==> src/rtl/noekeon_pkg.sv <==
// Shared definitions for the iterative Noekeon Gamma engine: word and state
// widths, the Gamma S-box table, the engine FSM encoding and the lane-count
// legality check used at elaboration.
package noekeon_pkg;

  localparam int WORD_W  = 32;
  localparam int STATE_W = 128;
  localparam int NIB_W   = 4;

  // Gamma S-box, indexed by the column nibble {a3[i], a2[i], a1[i], a0[i]}.
  localparam logic [NIB_W-1:0] SBOX [16] = '{
    4'h7, 4'hA, 4'h2, 4'hC, 4'h4, 4'h8, 4'hF, 4'h0,
    4'h5, 4'h9, 4'h1, 4'hE, 4'h3, 4'hD, 4'hB, 4'h6
  };

  typedef enum logic [1:0] {
    ST_IDLE = 2'd0,
    ST_BUSY = 2'd1,
    ST_DONE = 2'd2
  } gamma_state_e;

  // LANES must divide the 32 columns into a power-of-two number of steps.
  function automatic bit lanes_legal(input int lanes);
    return (lanes == 1) || (lanes == 2) || (lanes == 4) ||
           (lanes == 8) || (lanes == 16) || (lanes == 32);
  endfunction

endpackage

==> src/rtl/noekeon_gamma_lane.sv <==
// One Gamma S-box lane: pure table lookup of a 4-bit column nibble.
module noekeon_gamma_lane
  import noekeon_pkg::*;
(
  input  logic [NIB_W-1:0] nib_in,
  output logic [NIB_W-1:0] nib_out
);

  assign nib_out = SBOX[nib_in];

endmodule

==> src/rtl/noekeon_gamma_iter.sv <==
// Iterative Noekeon Gamma engine. Each BUSY cycle substitutes the low LANES
// columns of the 128-bit state and rotates every word right by LANES, so
// after 32/LANES steps every column has been substituted exactly once and is
// back in its original position.
//
// Optional build macro NOEKEON_GAMMA_SKID_EN adds a one-entry input holding
// buffer so the next state can be accepted while the current one is being
// processed or waiting to be taken.
//
// Handshakes: a transfer happens on a rising clk edge where valid and ready
// are both high; valid/data are held by the producer until that edge, and
// in_ready/out_valid are pure decodes of registered state (no combinational
// path from in_valid or out_ready).
module noekeon_gamma_iter
  import noekeon_pkg::*;
#(
  parameter int LANES = 4
) (
  input  logic               clk,
  input  logic               rst_n,
  input  logic               in_valid,
  output logic               in_ready,
  input  logic [STATE_W-1:0] in_data,
  output logic               out_valid,
  input  logic               out_ready,
  output logic [STATE_W-1:0] out_data,
  output logic               busy
);

  localparam int STEPS = WORD_W / LANES;
  localparam int CNT_W = $clog2(STEPS) + 1;
  localparam logic [CNT_W-1:0] LAST_STEP = CNT_W'(STEPS - 1);

  if (!lanes_legal(LANES)) begin : g_bad_lanes
    $error("noekeon_gamma_iter: LANES must be 1, 2, 4, 8, 16 or 32");
  end

  gamma_state_e       st_q, st_d;
  logic [STATE_W-1:0] state_q;
  logic [STATE_W-1:0] step_data;
  logic [CNT_W-1:0]   cnt_q;
  logic               load_in;
  logic               do_step;

`ifdef NOEKEON_GAMMA_SKID_EN
  logic               load_buf;
  logic               buf_push;
  logic               buf_full_q;
  logic [STATE_W-1:0] buf_q;
`endif

  // ---------------------------------------------------------------------------
  // One step of the datapath: S-box on columns [LANES-1:0], then rotate right.
  // ---------------------------------------------------------------------------
  logic [NIB_W-1:0] lane_in  [LANES];
  logic [NIB_W-1:0] lane_out [LANES];

  for (genvar j = 0; j < LANES; j++) begin : g_lane
    assign lane_in[j] = {state_q[3*WORD_W+j], state_q[2*WORD_W+j],
                         state_q[WORD_W+j], state_q[j]};
    noekeon_gamma_lane u_lane (
      .nib_in  (lane_in[j]),
      .nib_out (lane_out[j])
    );
  end

  for (genvar k = 0; k < 4; k++) begin : g_word
    logic [WORD_W-1:0]   sub_w;
    logic [2*WORD_W-1:0] dbl_w;

    // Replace the low LANES columns of word k with bit k of each lane result.
    always_comb begin
      sub_w = state_q[WORD_W*k +: WORD_W];
      for (int j = 0; j < LANES; j++) begin
        sub_w[j] = lane_out[j][k];
      end
    end

    // Rotate right by LANES via a doubled word; LANES=32 degenerates to identity.
    assign dbl_w = {sub_w, sub_w};
    assign step_data[WORD_W*k +: WORD_W] = dbl_w[LANES+WORD_W-1:LANES];
  end

  // ---------------------------------------------------------------------------
  // Control FSM
  // ---------------------------------------------------------------------------

  // FSM state register.
  always_ff @(posedge clk or negedge rst_n) begin
    if (!rst_n) begin
      st_q <= ST_IDLE;
    end else begin
      st_q <= st_d;
    end
  end

  // Next-state decode and datapath control strobes.
  always_comb begin
    st_d    = st_q;
    load_in = 1'b0;
    do_step = 1'b0;
`ifdef NOEKEON_GAMMA_SKID_EN
    load_buf = 1'b0;
    buf_push = 1'b0;
`endif
    case (st_q)
      ST_IDLE: begin
        if (in_valid) begin
          st_d    = ST_BUSY;
          load_in = 1'b1;
        end
      end
      ST_BUSY: begin
        do_step = 1'b1;
`ifdef NOEKEON_GAMMA_SKID_EN
        buf_push = in_valid && !buf_full_q;
`endif
        if (cnt_q == LAST_STEP) begin
          st_d = ST_DONE;
        end
      end
      ST_DONE: begin
`ifdef NOEKEON_GAMMA_SKID_EN
        if (out_ready) begin
          if (buf_full_q) begin
            // Buffered state goes straight into processing, skipping IDLE.
            st_d     = ST_BUSY;
            load_buf = 1'b1;
          end else if (in_valid) begin
            // Buffer empty but a state arrives on the same edge: take it
            // directly so the buffer is never left full in IDLE.
            st_d    = ST_BUSY;
            load_in = 1'b1;
          end else begin
            st_d = ST_IDLE;
          end
        end else begin
          buf_push = in_valid && !buf_full_q;
        end
`else
        if (out_ready) begin
          st_d = ST_IDLE;
        end
`endif
      end
      default: st_d = ST_IDLE;
    endcase
  end

  // State register and step counter.
  always_ff @(posedge clk or negedge rst_n) begin
    if (!rst_n) begin
      state_q <= '0;
      cnt_q   <= '0;
    end else if (load_in) begin
      state_q <= in_data;
      cnt_q   <= '0;
`ifdef NOEKEON_GAMMA_SKID_EN
    end else if (load_buf) begin
      state_q <= buf_q;
      cnt_q   <= '0;
`endif
    end else if (do_step) begin
      state_q <= step_data;
      cnt_q   <= cnt_q + 1'b1;
    end
  end

`ifdef NOEKEON_GAMMA_SKID_EN
  // Input holding buffer: filled while the engine is occupied, drained when
  // the current result is taken.
  always_ff @(posedge clk or negedge rst_n) begin
    if (!rst_n) begin
      buf_q      <= '0;
      buf_full_q <= 1'b0;
    end else if (buf_push) begin
      buf_q      <= in_data;
      buf_full_q <= 1'b1;
    end else if (load_buf) begin
      buf_full_q <= 1'b0;
    end
  end

  assign in_ready = (st_q == ST_IDLE) || !buf_full_q;
`else
  assign in_ready = (st_q == ST_IDLE);
`endif

  assign out_valid = (st_q == ST_DONE);
  assign busy      = (st_q == ST_BUSY);
  assign out_data  = state_q;

endmodule
==> config.mk <==
export PLATFORM = sky130hd
export DESIGN_NAME = noekeon_gamma_iter
export DESIGN_NICKNAME = d
export VERILOG_FILES = /design/src/rtl/noekeon_pkg.sv /design/src/rtl/noekeon_gamma_lane.sv /design/src/rtl/noekeon_gamma_iter.sv
export SDC_FILE = /design/constraint.sdc
export NUM_CORES = 1
export LEC_CHECK = 0
export BUFFER_PORTS_ARGS = -buffer_cell sky130_fd_sc_hd__buf_2
export CAP_MARGIN = 20
export CORE_MARGIN = 1.5
export CORE_UTILIZATION = 30
export DETAILED_ROUTE_END_ITERATION = 7
export GPL_TIMING_DRIVEN = 0
export HOLD_SLACK_MARGIN = 0.15
export PLACE_DENSITY_LB_ADDON = 0.2
export SYNTH_ARGS = -nofsm -noshare
export SYNTH_HDL_FRONTEND = slang
export SYNTH_SLANG_ARGS = --single-unit
==> constraint.sdc <==
create_clock -name clk -period 4.5 [get_ports clk]
set_input_delay 0.45 -clock clk [delete_from_list [all_inputs] [get_ports clk]]
set_output_delay 0.45 -clock clk [all_outputs]
set_load 0.02 [all_outputs]
==> flow_summary.yaml, run 1 <==
setup_path:
  critPathLaunchType: "register"
  cp_data_required_time_ns: 4.05
  arrival_ns: 1.97
  crit_slowest_cell: "dfrtp_1"
  r2r_start: "st_q[0]"
  path_cells: "buf_4 > nand2b_4 > buf_6 > inv_4 > buf_6 > buf_4 > buf_2"
  r2r-end: "out_data[32]"
  max_stage_delay_ns: 0.35
  critical_path_buf_inv_count: 6
  critPathKind: "register to output pin"
  setup.worst_path.end_class: "output pin"
  worstRegToRegCells: 7
  r2r_slack_ns: 2.77
  cpLargestDelayFamily: "buffers and inverters"
  crit_fanout: 10
routing:
  routed-via-count: 5974
  finalWirelength_um: 20770
  ant_nets: 0
  dr.pass1.iters: 4
  first_iter_violations: 336
  route.detailed.drc: 0
  wl_per_cell_um: 16.86
  viasPerCell: 4.849
synthesis:
  synth_edf_count: 0
  avgSynthCellArea_um2: 9.474
  synthDominantCellAreaShare: 0.5314
  syn_nets: 811
  synth_top_flop_cell: "dfrtp_1"
  yosysWarnings: 0
  yosysSeqAreaShare: 0.5314
  yosys.area.top_type: "dfrtp_1"
  async_flop_share: 1.000
  ys_seq_elements: 134
  yosysUniqueCellTypes: 34
  yosys-top-cells-area: "dfrtp_1, nand2_1, a22oi_1, ha_1, buf_2"
  syn-cell-area_um2: 6310
  synth_cells: 666
hold_path:
  hold_depth: 3
  min_path_type: "input port to register"
  holdCritStartpoint: "in_data[72]"
  whs_endpoint: "out_data[72]"
floorplan:
  design.core.area_um2: 20430
  die_w_um: 148.0
  floorplan.rows: 52
  start_util: 0.3089
  fp.dieArea_um2: 21910
  io_pins: 263
  dieHeight_um: 148.0
clock_tree:
  tritoncts: "yes"
  clockBufferDepth: 2
  clkLatencyLatePin_ns: 0.42
  htreeDepth: 4
  numCtsBuffers: 17
  clk_pin_slew_ns: 0.06
  cts_sinks: 134
  cts_resized: 0
  cts_root_buf: "clkbuf_16"
  postCtsSetupBuffers: 0
timing:
  setup_tns_ns: 0
  relSlewSlack: 0.6383
  fmax_mhz: 413.0
  final.period_utilization: 0.5380
  setup_viol: 0
  worst_slack_ns: 2.079
  finalMaxSlewViolations: 0
  finalHoldViolCount: 0
  final.setup_skew_ns: 0.007227
  tightest_slew_ns: 0.5426
  rsz0062_at_grt: "no"
  period_minus_slack_ns: 2.421
pwr:
  peakVddDrop_uv: 373.2
  leakage_nw: 4.462
  power_density_nw_per_um2: 913.5
final_layout:
  fill_cells: 2108
  area_growth_pct: 37.08
  multi_input_area_um2: 2613
  fin_area_um2: 8650
  drive_above_1_share: 0.3538
  nets: 1094
  ff_latch_area_um2: 3353
flow_run:
  drv_cap: 0
placement:
  post_dp_cell_area_um2: 7993
  gp_congestion: 0.7694
  preCtsSetupSlack_ns: 2.488
  portBuffers: 262
  hpwl_um: 15050
grt:
  grt_antenna_before_repair: 1
  first_global_vias: 5771
  grt_use_total: 0.1892
  grt-ovfl-total: 0
  grt_start_max_net_pins: 86
  grt_pass1_wl_um: 31850
outcome:
  status: "finished, final reports clean"
-- layer usage --
metal  routed length, um  vias to the layer above  part of all wire  GRT usage
met5                  13                        -           0.00063          0
met4                 222                        2             0.011    0.05297
met3                1506                       16             0.073    0.05247
met2                9278                      208              0.45     0.2874
met1                9745                     2856              0.47     0.2637
li1                    -                     2892                 -          -
-- metrics by stage --
step                      hold slack [ns]  total power [mW]  utilization  cells
after floorplan                    0.1544             4.982            -    666
after global placement             0.4764             6.374       0.3896   1198
after detailed placement           0.4307             6.425       0.3912   1199
after CTS                          0.2206             8.001       0.4233   1231
after global routing               0.2252             8.511       0.4233   1231
final                              0.2415             7.901       0.4234   1232
-- registers in the layout (all words and copies together) (netlist names) --
| name | count |
|---|---|
| out_data | 128 |
| cnt_q | 4 |
| st_q | 2 |
-- placed cells by master, fill, tap and decap left out, types with 5 or more instances in the layout --
| cell type | synthesis | routed |
|---|---|---|
| o22a_1 | 8 | 8 |
| mux2i_1 | 7 | 7 |
| clkbuf_16 | 0 | 17 |
| o21ai_0 | 14 | 14 |
| a22oi_1 | 113 | 113 |
| ha_1 | 13 | 13 |
| a211oi_1 | 9 | 9 |
| clkbuf_1 | 14 | 15 |
| o22ai_1 | 7 | 7 |
| bufinv_16 | 0 | 5 |
| buf_6 | 4 | 5 |
| buf_2 | 21 | 282 |
| nand2_1 | 243 | 243 |
| buf_4 | 13 | 13 |
| nor3_1 | 6 | 6 |
| inv_1 | 9 | 9 |
| dfrtp_1 | 134 | 134 |
| nor2_1 | 15 | 15 |
| a21oi_1 | 10 | 10 |
-- cells by family after synthesis --
| family | after synthesis | synth area share |
|---|---|---|
| buf+inv | 63 | 0.05453 |
| simple gates | 272 | 0.1705 |
| fa+ha+maj | 13 | 0.02578 |
| flops | 134 | 0.5314 |
| mux | 11 | 0.01824 |
| compound gates | 172 | 0.1981 |
| xor+xnor | 1 | 0.001388 |
-- what timing repair did --
action                     in CTS  in global routing
hold endpoints to repair       49                  0
hold buffers                    1                  0
setup endpoints to repair       0                  0
-- cell usage after synthesis (2+ instances only) --
cell type / instances
a211oi_1: 9
a21o_1: 2
a21oi_1: 10
a221o_1: 4
a22oi_1: 113
a311oi_1: 2
and2_1: 2
buf_2: 21
buf_4: 13
buf_6: 4
clkbuf_1: 14
dfrtp_1: 134
ha_1: 13
inv_1: 9
mux2_2: 4
mux2i_1: 7
nand2_1: 243
nor2_1: 15
nor3_1: 6
o21ai_0: 14
o22a_1: 8
o22ai_1: 7
-- worst max-delay path by stage --
stage,endpoint,start,cells past startpoint,slack (ns)
detailed placement,busy,st_q[1],7,2.49
global route,busy,st_q[1],7,1.97
floorplan,in_ready,st_q[0],4,2.88
global placement,out_data[17],rst_n,1,0.89
finish,busy,st_q[1],7,2.08
CTS,busy,st_q[1],7,2.02
-- where the power goes --
part	switching (mW)	internal, mW
logic	2.45	1.47
clock network	0.546	0.996
registers	0.594	1.85
-- layout make-up --
| cell class | count | share of cell area |
|---|---|---|
| diodes | 1 | 0.0002893 |
| plain buffers | 53 | 0.03515 |
| clock buffers | 19 | 0.05121 |
| clock inverters | 12 | 0.02329 |
| inverters | 10 | 0.004629 |
| multi-input cells | 469 | 0.3020 |
| flip-flops and latches | 134 | 0.3877 |
| well taps | 270 | 0.03906 |
| repair buffers | 264 | 0.1567 |
-- worst reg2reg max path, cell delays in order, from the launching register on --
cell and delay (ns):
dfrtp_1 0.35, buf_4 0.17, nor3b_2 0.18, buf_4 0.26, buf_4 0.27, buf_2 0.25
a22oi_1 0.12, nand2_1 0.07
No activity file was read; power rests on OpenSTA's default activity.
==> inputs of run 2 (changes only) <==
==> constraint.sdc (replaced) <==
create_clock -name clk -period 2.1 [get_ports clk]
set_input_delay 0.21 -clock clk [delete_from_list [all_inputs] [get_ports clk]]
set_output_delay 0.21 -clock clk [all_outputs]
set_load 0.02 [all_outputs]
==> flow_summary.yaml, run 2 (synthesized netlist as in run 1, its figures left out) <==
clock_tree:
  cts_root_buf: "clkbuf_16"
  htreeDepth: 4
  numCtsBuffers: 17
  postCtsSetupBuffers: 0
  cts_sinks: 134
  clockBufferDepth: 2
  clkLatencyLatePin_ns: 0.42
  tritoncts: "yes"
  clk_pin_slew_ns: 0.06
floorplan:
  start_util: 0.3089
  floorplan.rows: 52
  die_w_um: 148.0
  design.core.area_um2: 20430
  dieHeight_um: 148.0
  fp.dieArea_um2: 21910
  io_pins: 263
final_layout:
  nets: 1209
  largest_reg_flops: 128
  antennaDiodeCount: 0
  fill_cells: 1962
  drive_above_1_share: 0.3151
  layout_commonest_cell: "buf_2"
  multi_input_area_um2: 2613
  ff_latch_area_um2: 3353
  fin_util: 0.4803
  area_growth_pct: 55.52
  layout_common_cells: "buf_2, nand2_1, dfrtp_1, dlygate4sd3_1, a22oi_1"
  fin_area_um2: 9813
setup_path:
  worstRegToRegCells: 7
  r2r_start: "st_q[0]"
  setup.worst_path.end_class: "output pin"
  arrival_ns: 1.77
  critPathLaunchType: "register"
  cp-endpoint: "busy"
  cp_data_required_time_ns: 1.89
  r2r_slack_ns: 0.37
  critPathKind: "register to output pin"
  crit_fanout: 19
  critPathLaunch: "st_q[1]"
  r2r-end: "out_data[41]"
grt:
  use_met1: 0.2705
  grt_antenna_before_repair: 1
  busiest_layer: "met2"
  grt_use_met2: 0.3166
  grt_start_max_net_pins: 86
  grt-ovfl-total: 0
  grt_use_total: 0.1997
  grtUsageMet3: 0.04969
  first_global_vias: 6340
  grt_pass1_wl_um: 33940
placement:
  hpwl_um: 15050
  post_dp_cell_area_um2: 7993
  portBuffers: 262
  gp_congestion: 0.7694
routing:
  dr.pass1.iters: 5
  finalWirelength_um: 21980
  wl_per_cell_um: 16.33
  ant_nets: 0
  viasPerCell: 4.796
  first_iter_violations: 312
  routed-via-count: 6456
  route.detailed.drc: 0
timing:
  finalMaxSlewViolations: 0
  final.setup_skew_ns: 0.008390
  finalHoldViolCount: 0
  rsz0062_at_grt: "no"
  setup_viol: 0
  final.period_utilization: 0.9429
  fmax_mhz: 505.0
  tightest_slew_ns: 0.5548
  relSlewSlack: 0.6301
  period_minus_slack_ns: 1.980
flow_run:
  drv_cap: 0
hold_path:
  holdCritStartpoint: "in_data[29]"
  min_path_type: "input port to register"
pwr:
  leakage_nw: 4.947
  power_density_nw_per_um2: 1747
  peakVddDrop_uv: 821.7
outcome:
  status: "finished, final reports clean"
-- run 2: through the flow --
stage | setup TNS (ns) | cells | power, mW | hold slack (ns) | setup slack (ns)
final | 0 | 1346 | 17.14 | 0.1893 | 0.1200
after floorplan | 0 | 666 | 10.68 | -0.08559 | 0.6107
after CTS | 0 | 1346 | 17.30 | 0.1713 | 0.07979
after global routing | 0 | 1346 | 18.43 | 0.2055 | 0.02773
after global placement | -168.16 | 1198 | 13.66 | 0.4257 | -1.272
after detailed placement | 0 | 1199 | 13.77 | 0.1907 | 0.3275
-- run 2: area by class of cell --
| type | instances | area share |
|---|---|---|
| Clock inverter | 12 | 0.02053 |
| Timing Repair Buffer | 381 | 0.2574 |
| Sequential cell | 134 | 0.3417 |
| Inverter | 10 | 0.004335 |
| Buffer | 51 | 0.03022 |
| Tap cell | 270 | 0.03443 |
| Clock buffer | 19 | 0.04514 |
| Multi-Input combinational cell | 469 | 0.2662 |
-- run 2: repair_timing --
| item | CTS | global route |
|---|---|---|
| endpoints found under the setup margin | 2 | 0 |
| hold buffers | 118 | 0 |
| resized for setup | 2 | 0 |
| endpoints found under the hold margin | 166 | 0 |
-- run 2: layer usage --
metal	wire length [um]	vias up
met5	13	-
met4	281	2
met3	1329	20
met2	10140	214
met1	10210	3095
li1	-	3125
-- run 2: worst min path at each step --
| stage | end | slack (ns) | depth (start not counted) |
|---|---|---|---|
| CTS | out_data[29] | 0.17 | 4 |
| detailed placement | out_data[81] | 0.19 | 1 |
| finish | out_data[29] | 0.19 | 4 |
| global placement | out_data[45] | 0.43 | 3 |
| floorplan | cnt_q[0] | -0.09 | 0 |
| global route | out_data[30] | 0.21 | 4 |
-- run 2: power breakdown --
| part | switching (mW) | internal [mW] |
|---|---|---|
| sequential | 1.29 | 3.97 |
| combinational | 5.30 | 3.28 |
| clock | 1.17 | 2.14 |
| total | 7.76 | 9.38 |
-- run 2: worst max-delay path, stage by stage (launching register included) --
cell and delay [ns]:
dfrtp_1 0.35, buf_4 0.16, nand2b_4 0.14, buf_6 0.15, inv_6 0.12, buf_8 0.21, buf_2 0.21
==> inputs of run 3 (changes only) <==
--- a/config.mk
+++ b/config.mk
@@ -5,14 +5,15 @@
 export SDC_FILE = /design/constraint.sdc
 export NUM_CORES = 1
 export LEC_CHECK = 0
+export ABC_AREA = 1
 export BUFFER_PORTS_ARGS = -buffer_cell sky130_fd_sc_hd__buf_2
 export CAP_MARGIN = 20
 export CORE_MARGIN = 1.5
 export CORE_UTILIZATION = 30
 export DETAILED_ROUTE_END_ITERATION = 7
+export GPL_ROUTABILITY_DRIVEN = 1
 export GPL_TIMING_DRIVEN = 0
 export HOLD_SLACK_MARGIN = 0.15
-export PLACE_DENSITY_LB_ADDON = 0.2
 export SYNTH_ARGS = -nofsm -noshare
 export SYNTH_HDL_FRONTEND = slang
 export SYNTH_SLANG_ARGS = --single-unit
==> flow_summary.yaml, run 3 <==
outcome:
  status: "finished, final reports clean"
floorplan:
  design.core.area_um2: 20960
  die_w_um: 149.1
  floorplan.rows: 53
  io_pins: 263
  fp.dieArea_um2: 22240
  start_util: 0.3058
  dieHeight_um: 149.1
synthesis:
  synth_edf_count: 0
  synthDominantCellAreaShare: 0.5233
  ys_seq_elements: 134
  yosysWarnings: 0
  yosys.area.top_type: "dfrtp_1"
  synthTopCellsByCount: "nand2_1, nand3_1, dfrtp_1, inv_1, buf_2"
  synth_top_flop_cell: "dfrtp_1"
  avgSynthCellArea_um2: 7.610
  yosysSeqAreaShare: 0.5233
  yosys-top-cells-area: "dfrtp_1, nand2_1, nand3_1, ha_1, inv_1"
  syn_nets: 987
  async_flop_share: 1.000
  syn-cell-area_um2: 6407
  yosysUniqueCellTypes: 21
  synth.most_common_cell: "nand2_1"
  synth_cells: 842
timing:
  setup_viol: 0
  tightest_slew_ns: 0.6774
  final.period_utilization: 0.9266
  fmax_mhz: 513.9
  setup_tns_ns: 0
  rsz0062_at_grt: "no"
  final.setup_skew_ns: 0.005840
  hold_slack_ns: 0.1958
  finalMaxSlewViolations: 0
  finalHoldViolCount: 0
  relSlewSlack: 0.5484
  period_minus_slack_ns: 1.946
setup_path:
  cp_data_required_time_ns: 1.89
  critPathKind: "register to output pin"
  r2r_slack_ns: 0.30
  arrival_ns: 1.74
  crit_fanout: 10
  setup.worst_path.end_class: "output pin"
  critPathLaunchType: "register"
clock_tree:
  clk_pin_slew_ns: 0.06
  clkLatencyLatePin_ns: 0.41
  cts_root_buf: "clkbuf_16"
  htreeDepth: 4
  cts_sinks: 134
  numCtsBuffers: 17
  tritoncts: "yes"
  clockBufferDepth: 2
routing:
  route.detailed.drc: 0
  dr.pass1.iters: 5
  finalWirelength_um: 23020
  viasPerCell: 4.575
  ant_nets: 0
  first_iter_violations: 352
  wl_per_cell_um: 14.97
  routed-via-count: 7037
final_layout:
  fin_util: 0.4750
  layout_commonest_cell: "nand2_1"
  nets: 1396
  drive_above_1_share: 0.2565
  largest_reg_flops: 128
  antennaDiodeCount: 0
  fill_cells: 2065
  area_growth_pct: 55.34
  layout_common_cells: "nand2_1, buf_2, nand3_1, dfrtp_1, dlygate4sd3_1"
pwr:
  power_density_nw_per_um2: 1566
  peakVddDrop_uv: 620.1
  power_mw: 15.59
  leakage_nw: 5.316
grt:
  grt_antenna_before_repair: 0
  grt-ovfl-total: 0
  grt_use_total: 0.2060
  grt_start_max_net_pins: 69
  first_global_vias: 6832
  grt_pass1_wl_um: 35750
hold_path:
  min_path_type: "input port to register"
flow_run:
  drv_cap: 0
placement:
  hpwl_um: 15820
  portBuffers: 262
  gp_congestion: 0.8320
-- run 3: cell count changes in the layout (fill, tap and decap cells not counted), moves of 5 or more --
cell           delta
nor3_1            -6
nor2_1            -8
a22oi_1         -113
nand2_1         +188
buf_2             +5
dlygate4sd3_1     +9
o22ai_1           -7
a211oi_1          -9
inv_1            +32
nand3_1         +137
buf_4            -10
mux2i_1           -7
o22a_1            -8
-- run 3: through the flow --
| stage | std cells | setup WS (ns) | area, um^2 |
|---|---|---|---|
| after floorplan | 842 | 0.7945 | 6407 |
| after global placement | 1379 | -1.269 | 8063 |
| after detailed placement | 1380 | 0.2311 | 8097 |
| after CTS | 1538 | 0.1180 | 9953 |
| after global routing | 1538 | 0.05186 | 9953 |
| final | 1538 | 0.1542 | 9953 |
-- run 3: cell families (layout without fill, tap and decap cells) --
group | Yosys count | in the layout | synth area share
flip-flops | 134 | 134 | 0.5233
adder cells (fa/ha/maj) | 13 | 13 | 0.02539
AO/OA/AOI/OAI | 32 | 32 | 0.02773
AND/OR/NAND/NOR | 578 | 578 | 0.3675
buffers and inverters | 85 | 506 | 0.05604
-- run 3: timing repair --
action | 4_1_cts | 5_1_grt
resized for setup | 0 | 0
setup buffers | 0 | 0
hold buffers | 127 | 0
endpoints found under the hold margin | 192 | 0
-- run 3: final timing paths --
| kind | endpoint | startpoint | depth (start not counted) |
|---|---|---|---|
| hold reg to reg | out_data[52] | out_data[52] | 2 |
| hold / removal | out_data[30] | in_data[30] | 7 |
| setup / recovery | busy | st_q[0] | 4 |
| setup reg to reg | out_data[59] | st_q[0] | 5 |
| max in group asynchronous | out_data[112] | rst_n | 3 |
| min in group asynchronous | out_data[46] | rst_n | 2 |
-- run 3: power breakdown --
group / total (mW) / internal, mW / switching, mW
logic: 7.52 / 2.57 / 4.95
clock network: 3.00 / 1.86 / 1.14
registers: 5.06 / 3.83 / 1.23
-- run 3: critical path, cell delays in order, from the launching register on --
cell and delay (ns):
dfrtp_1 0.46, inv_2 0.08, nor2_4 0.28, buf_2 0.30, buf_2 0.20
-- run 3: per-layer routing --
layer	routed length, um	track usage	vias up	share of wire
met1	10550	0.2732	3331	0.46
met3	1311	0.04648	9	0.057
met2	10990	0.3405	223	0.48
met5	0	0	-	0
li1	-	-	3474	-
met4	165	0.04950	0	0.0072
-- run 3: cell type report --
type | instances | area, um^2 | share of cell area
Inverter | 43 | 161.4 | 0.01622
Clock inverter | 8 | 97.59 | 0.009805
Sequential cell | 134 | 3353 | 0.3369
Timing Repair Buffer | 390 | 2616 | 0.2629
Tap cell | 275 | 344.1 | 0.03457
Clock buffer | 23 | 488.0 | 0.04903
Buffer | 42 | 197.7 | 0.01986
Multi-Input combinational cell | 623 | 2695 | 0.2708
